## config.mk

```make
export PLATFORM = sky130hd
export DESIGN_NAME = lcd_seq
export DESIGN_NICKNAME = d
export VERILOG_FILES = /design/src/rtl/lcd_pkg.sv /design/src/rtl/lcd_char_buf.sv /design/src/rtl/lcd_seq.sv
export SDC_FILE = /design/constraint.sdc
export NUM_CORES = 1
export LEC_CHECK = 0
export ABC_CLOCK_PERIOD_IN_PS = 4100
export BUFFER_PORTS_ARGS = -buffer_cell sky130_fd_sc_hd__buf_2
export CORE_UTILIZATION = 39
export DETAILED_ROUTE_END_ITERATION = 10
export PLACE_DENSITY = 0.53
export SLEW_MARGIN = 30
export SYNTH_ARGS = -nofsm -noshare
export SYNTH_HDL_FRONTEND = slang
export SYNTH_SLANG_ARGS = --single-unit
```

## constraint.sdc

```tcl
create_clock -name CLK1K -period 4.1 [get_ports CLK1K]
set_input_delay 0.82 -clock CLK1K [delete_from_list [all_inputs] [get_ports CLK1K]]
set_output_delay 0.82 -clock CLK1K [all_outputs]
set_load 0.02 [all_outputs]
```

## src/rtl/lcd_pkg.sv

```systemverilog
// Shared constants and state encoding for the HD44780 power-up/redraw sequencer.
package lcd_pkg;

  localparam logic [7:0] LCD_FUNC_SET = 8'h38;
  localparam logic [7:0] LCD_DISP_ON  = 8'h0C;
  localparam logic [7:0] LCD_CLEAR    = 8'h01;
  localparam logic [7:0] LCD_ENTRY    = 8'h06;
  localparam logic [7:0] LCD_LINE0    = 8'h80;
  localparam logic [7:0] LCD_LINE1    = 8'hC0;

  localparam logic [7:0] CHAR_SPACE   = 8'h20;

  localparam logic [5:0] CLEAR_STEP   = 6'd2;
  localparam logic [5:0] ENTRY_STEP   = 6'd3;
  localparam logic [5:0] REFRESH_STEP = 6'd4;
  localparam logic [5:0] LINE1_STEP   = 6'd21;
  localparam logic [5:0] LAST_STEP    = 6'd37;

  typedef enum logic [2:0] {
    POWERUP,
    LOAD,
    ISSUE,
    WAIT_LO,
    WAIT_HI,
    DELAY,
    FIN,
    IDLE
  } seq_state_t;

endpackage

```

## src/rtl/lcd_char_buf.sv

```systemverilog
// 2x16 character shadow buffer: synchronous write, combinational read,
// cleared to spaces by reset.
module lcd_char_buf
  import lcd_pkg::*;
(
  input  logic       CLK1K,
  input  logic       RSTN,
  input  logic       wr_en,
  input  logic [4:0] wr_addr,
  input  logic [7:0] wr_char,
  input  logic [4:0] rd_addr,
  output logic [7:0] rd_char
);

  logic [7:0] mem [32];

  always_ff @(posedge CLK1K or negedge RSTN) begin
    if (!RSTN) begin
      for (int i = 0; i < 32; i++) mem[i] <= CHAR_SPACE;
    end else if (wr_en) begin
      mem[wr_addr] <= wr_char;
    end
  end

  // A write landing in the same cycle as a read returns the old byte.
  assign rd_char = mem[rd_addr];

endmodule

```

## src/rtl/lcd_seq.sv

```systemverilog
// HD44780 sequencer: runs power-up init, then redraws the shadow buffer through
// LCD_CTRL's START/DONE handshake, one command or character per transaction.
module lcd_seq
  import lcd_pkg::*;
#(
  parameter int INIT_WAIT = 20,
  parameter int CLR_WAIT  = 2
) (
  input  logic       CLK1K,
  input  logic       RSTN,
  input  logic       WR_EN,
  input  logic [4:0] WR_ADDR,
  input  logic [7:0] WR_CHAR,
  input  logic       REFRESH,
  output logic       READY,
  output logic       FRAME_DONE,
  output logic [7:0] LCD_DIN,
  output logic       LCD_RSO,
  output logic       LCD_START,
  input  logic       LCD_DONE
);

  localparam logic [15:0] INIT_LAST = (INIT_WAIT > 1) ? 16'(INIT_WAIT - 1) : 16'd0;
  localparam logic [15:0] CLR_LAST  = (CLR_WAIT > 1) ? 16'(CLR_WAIT - 1) : 16'd0;

  seq_state_t  state;
  logic [5:0]  step;
  logic [15:0] wait_cnt;
  logic        pending;
  logic [4:0]  rd_addr;
  logic [7:0]  rd_char;

  // Line-1 characters sit one step later because of the 0xC0 address command.
  function automatic logic [4:0] step_addr(input logic [5:0] s);
    if (s > LINE1_STEP) return 5'(s - 6'd6);
    else                return 5'(s - 6'd5);
  endfunction

  function automatic logic [8:0] step_byte(input logic [5:0] s, input logic [7:0] ch);
    case (s)
      6'd0:         return {1'b0, LCD_FUNC_SET};
      6'd1:         return {1'b0, LCD_DISP_ON};
      CLEAR_STEP:   return {1'b0, LCD_CLEAR};
      ENTRY_STEP:   return {1'b0, LCD_ENTRY};
      REFRESH_STEP: return {1'b0, LCD_LINE0};
      LINE1_STEP:   return {1'b0, LCD_LINE1};
      default:      return {1'b1, ch};
    endcase
  endfunction

  assign rd_addr = step_addr(step);

  lcd_char_buf u_buf (
    .CLK1K   (CLK1K),
    .RSTN    (RSTN),
    .wr_en   (WR_EN),
    .wr_addr (WR_ADDR),
    .wr_char (WR_CHAR),
    .rd_addr (rd_addr),
    .rd_char (rd_char)
  );

  always_ff @(posedge CLK1K or negedge RSTN) begin
    if (!RSTN) begin
      state      <= POWERUP;
      step       <= '0;
      wait_cnt   <= '0;
      pending    <= 1'b0;
      LCD_DIN    <= '0;
      LCD_RSO    <= 1'b0;
      LCD_START  <= 1'b0;
      READY      <= 1'b0;
      FRAME_DONE <= 1'b0;
    end else begin
      // Requests arriving while busy merge into a single pending redraw;
      // the branches that start a redraw clear it afterwards.
      if (REFRESH && state != IDLE) pending <= 1'b1;

      case (state)
        POWERUP: begin
          if (wait_cnt >= INIT_LAST) begin
            wait_cnt <= '0;
            state    <= LOAD;
          end else begin
            wait_cnt <= wait_cnt + 16'd1;
          end
        end
        LOAD: begin
          {LCD_RSO, LCD_DIN} <= step_byte(step, rd_char);
          LCD_START          <= 1'b1;
          state              <= ISSUE;
        end
        ISSUE: begin
          LCD_START <= 1'b0;
          state     <= WAIT_LO;
        end
        WAIT_LO: begin
          if (!LCD_DONE) state <= WAIT_HI;
        end
        WAIT_HI: begin
          if (LCD_DONE) begin
            if (step == CLEAR_STEP) begin
              wait_cnt <= '0;
              state    <= DELAY;
            end else if (step == LAST_STEP) begin
              FRAME_DONE <= 1'b1;
              state      <= FIN;
            end else begin
              step  <= step + 6'd1;
              state <= LOAD;
            end
          end
        end
        DELAY: begin
          if (wait_cnt >= CLR_LAST) begin
            wait_cnt <= '0;
            step     <= ENTRY_STEP;
            state    <= LOAD;
          end else begin
            wait_cnt <= wait_cnt + 16'd1;
          end
        end
        FIN: begin
          FRAME_DONE <= 1'b0;
          if (pending) begin
            pending <= 1'b0;
            step    <= REFRESH_STEP;
            state   <= LOAD;
          end else begin
            READY <= 1'b1;
            state <= IDLE;
          end
        end
        IDLE: begin
          if (REFRESH || pending) begin
            pending <= 1'b0;
            READY   <= 1'b0;
            step    <= REFRESH_STEP;
            state   <= LOAD;
          end
        end
        default: state <= POWERUP;
      endcase
    end
  end

endmodule

```

==> out/summary.txt <==
Clock power share: 0.253
Gr ovfl total: 0
Post-synth EDFFs: 0
Cell variety after synth: 75
Seq pwr share: 0.308
Buffers and inverters on the worst path: 1
Syn Inst Count: 1413
Internal: 7.85 mW
Largest net degree at the start of global routing: 108
Cell area after synthesis: 15600 um^2
FILL cells: 3688
Total chip power: 13.1 mW
Largest family of logic cells by synthesized area: multiplexers
Switching share of power: 0.401
CP endpoint kind: flop
Worst Tran Pin Value: 0.991 ns
CP Launch Type: flop
CP Cell Sequence: inv_2, ha_1, and4bb_4, nor2_2, a21oi_1, mux4_2, a2111oi_0, o31ai_1
Max_cap viols: 0
Final setup vio count: 0
Layout Nets: 1436
Number of buffers added on ports: 29
Top-Level Pins: 30
Mux contribution to synthesized area: 0.224
Initial core utilization: 0.399
Die ar.: 40800 um^2
Synthesis Warnings: 0
Crit path DAT: 3.91 ns
Initial antenna violation count: 1
# Post-CTS Setup Buffers: 0
Register-to-register setup slack: 0.59 ns
Clock sinks: 294
Most frequent cells in the layout: dfrtp_1 (261), mux2_2 (259), nand2_1 (133), a211oi_1 (78), nor2_1 (71)
XOR/XNOR share of the synthesized area: 0.00168
Slew HR: 0.337
Peak supply drop: 0.424 mV
Setup CP Type: flop to flop
Slowest cell on the critical path: nor2_2
CTS tree: yes
Switching Power: 5.26 mW
Setup ws final: 0.591 ns
Status: finished, final reports clean
Core area: 39100 um^2
Critical path's largest stage delay: 0.69 ns
Minimum clock period: 3.51 ns
Placer Congestion: 0.856
Asr flop ratio synth: 1.00
Leak pwr: 7.50 nW
Combinational share of power: 0.439
Met3 WL: 2300 um
Layout Area Growth over Synthesis: 12.4%
ANT cells: 0
Initial DRC count: 944
Post-cts sizing count: 0
R2r endpoint: LCD_DIN[4]$_DFFE_PN0N_
Hold WC Path Type: primary input to async pin
DRC: 0
WL met1: 22600 um
R2r startpoint: step[0]$_DFFE_PN0P_
Worst-path clk slew: 0.06 ns
Post-DP HPWL: 30800 um
Final instance area: 17500 um^2
R2R depth: 8
Hold_buf cts: 0
#FFs+latches synth: 294
Worst path top cell family by delay: simple AND/OR/NAND/NOR gates
Tcrit/Tclk final: 0.856
Post-Syn Nets: 1441
Most common cell after layout, fill and taps aside: dfrtp_1
CTS H-Tree Depth: 2
Rows: 72
Met2 routed wirelength: 21700 um
Final count of pins violating max slew: 0
Adder-Cell Fraction of Synth Area: 0.00801
Die width: 202 um
Share of layout cells above drive strength 1: 0.313
DR top layer: met5
Total Wirelength: 47600 um
Average wire per standard cell: 24.3 um
CP max FO: 20
Worst EP required: 4.50 ns
Vias in the first global route: 11400
Clock buffer depth: 3
Area after DPL: 16300 um^2
Post-Place Setup Slack: 0.651 ns
Post-layout util: 0.449
Die height: 202 um
Leading area contributor after synthesis: dfrtp_1
Total Routing Usage GR: 0.237
Area contributors post-synth: dfrtp_1 (42%), mux2_2 (19%), dfstp_2 (5.4%), a211oi_1 (3.7%), nand2_1 (3.2%)
CTS root buffer: clkbuf_16
Yosys top cell area share: 0.420
Simple-gate portion of the synthesized area: 0.121
Final Hold Viols: 0
Avg Vias per Cell: 5.90
Worst-skew pair later-pin latency: 0.54 ns
Primary FF master, synth: dfrtp_1
Post-synthesis compound-gate area fraction: 0.138
Drt pass-1 iters: 4
First-pass GRT wire length: 73700 um
TNS Setup: 0 ns
Clock skew: 0.0151 ns
Total CTS buffers: 37
Syn Area/Cell: 11.1 um^2
RSZ-0062 raised after global routing: no
Post-synthesis sequential area ratio: 0.474
Max Fclk: 285 MHz
Vias: 11500
Pwr dens: 747 nW/um^2
Antenna viol nets, final: 0
==> worst reg2reg max path: cells and delay by family (launching register included) <==
family,cells,cell delay [ns]
AO/OA/AOI/OAI,3,0.88
flip-flops,1,0.42
adder cells (fa/ha/maj),1,0.28
multiplexers,1,0.57
AND/OR/NAND/NOR,2,0.99
buffers and inverters,1,0.23
==> per-layer routing <==
layer  GRT usage  vias to the layer above
met5           0                        -
met4      0.0599                        2
met3      0.0363                       61
met2       0.366                      287
met1       0.347                     6023
li1            -                     5165
==> worst max-delay path by stage <==
stage,startpoint,cells past startpoint,to
2_1_floorplan,step[1]$_DFFE_PN0P_,13,LCD_DIN[5]$_DFFE_PN0N_
3_3_place_gp,step[0]$_DFFE_PN0P_,8,LCD_DIN[4]$_DFFE_PN0N_
3_5_place_dp,step[0]$_DFFE_PN0P_,8,LCD_DIN[4]$_DFFE_PN0N_
4_1_cts,step[0]$_DFFE_PN0P_,8,LCD_DIN[4]$_DFFE_PN0N_
5_1_grt,step[0]$_DFFE_PN0P_,8,LCD_DIN[4]$_DFFE_PN0N_
6_report,step[0]$_DFFE_PN0P_,8,LCD_DIN[4]$_DFFE_PN0N_
==> synthesized netlist by cell type, types with 6 or more instances <==
| master | count |
|---|---|
| nand3_1 | 22 |
| a311oi_1 | 13 |
| nor3_1 | 6 |
| nand2b_1 | 55 |
| a22oi_1 | 27 |
| a2111oi_0 | 14 |
| mux2i_1 | 35 |
| a21oi_1 | 23 |
| nor4_1 | 8 |
| buf_1 | 10 |
| clkbuf_1 | 70 |
| mux2_2 | 259 |
| and2_1 | 6 |
| dfstp_2 | 32 |
| mux4_2 | 10 |
| inv_1 | 12 |
| o211ai_1 | 8 |
| a211oi_1 | 78 |
| and3_1 | 30 |
| o21ai_0 | 20 |
| nor2_1 | 80 |
| a21o_1 | 7 |
| a31oi_1 | 10 |
| o21a_1 | 10 |
| nor2b_1 | 11 |
| o31ai_1 | 10 |
| buf_2 | 24 |
| o22ai_1 | 8 |
| ha_1 | 10 |
| a21boi_0 | 34 |
| nand2_1 | 133 |
| dfrtp_1 | 262 |
==> state kept, by name, indices dropped and copies added (netlist names) <==
name,count
LCD_DIN,8
state,3
pending,1
READY,1
u_buf.mem,256
step,6
wait_cnt,16
LCD_START,1
LCD_RSO,1
FRAME_DONE,1
==> area by class of cell <==
class                   count  area (um^2)  share of cell area
multi-input cells         996         7730               0.440
flip-flops and latches    294         7400               0.422
clock buffers              55         1090              0.0619
well taps                 518          648              0.0369
repair buffers             66          495              0.0282
clock inverters            12          144             0.00820
inverters                  13         48.8             0.00278
==> metrics by stage <==
step                hold WS [ns]  std cells
finish                     0.284       1954
global route               0.344       1954
CTS                        0.333       1954
detailed placement         0.486       1887
global placement           0.481       1887
floorplan                  0.464       1413
==> power by group through the flow <==
stage                     logic [mW]  clock network [mW]  registers [mW]
final                           5.75                3.32            4.04
after floorplan                 3.93                   0            3.92
after global placement          5.63                   0            4.06
after CTS                       5.70                3.39            4.02
after global routing            6.24                3.51            4.12
after detailed placement        5.68                   0            4.07
==> cell families after synthesis <==
kind of cell,count (synthesis)
AOI/OAI and AO/OA,293
and+or+nand+nor,386
muxes,304
xor gates and xnor gates,3
adders and majority gates,10
DFF,294
buffers and inverters,123
No activity file was read; power rests on OpenSTA's default activity.
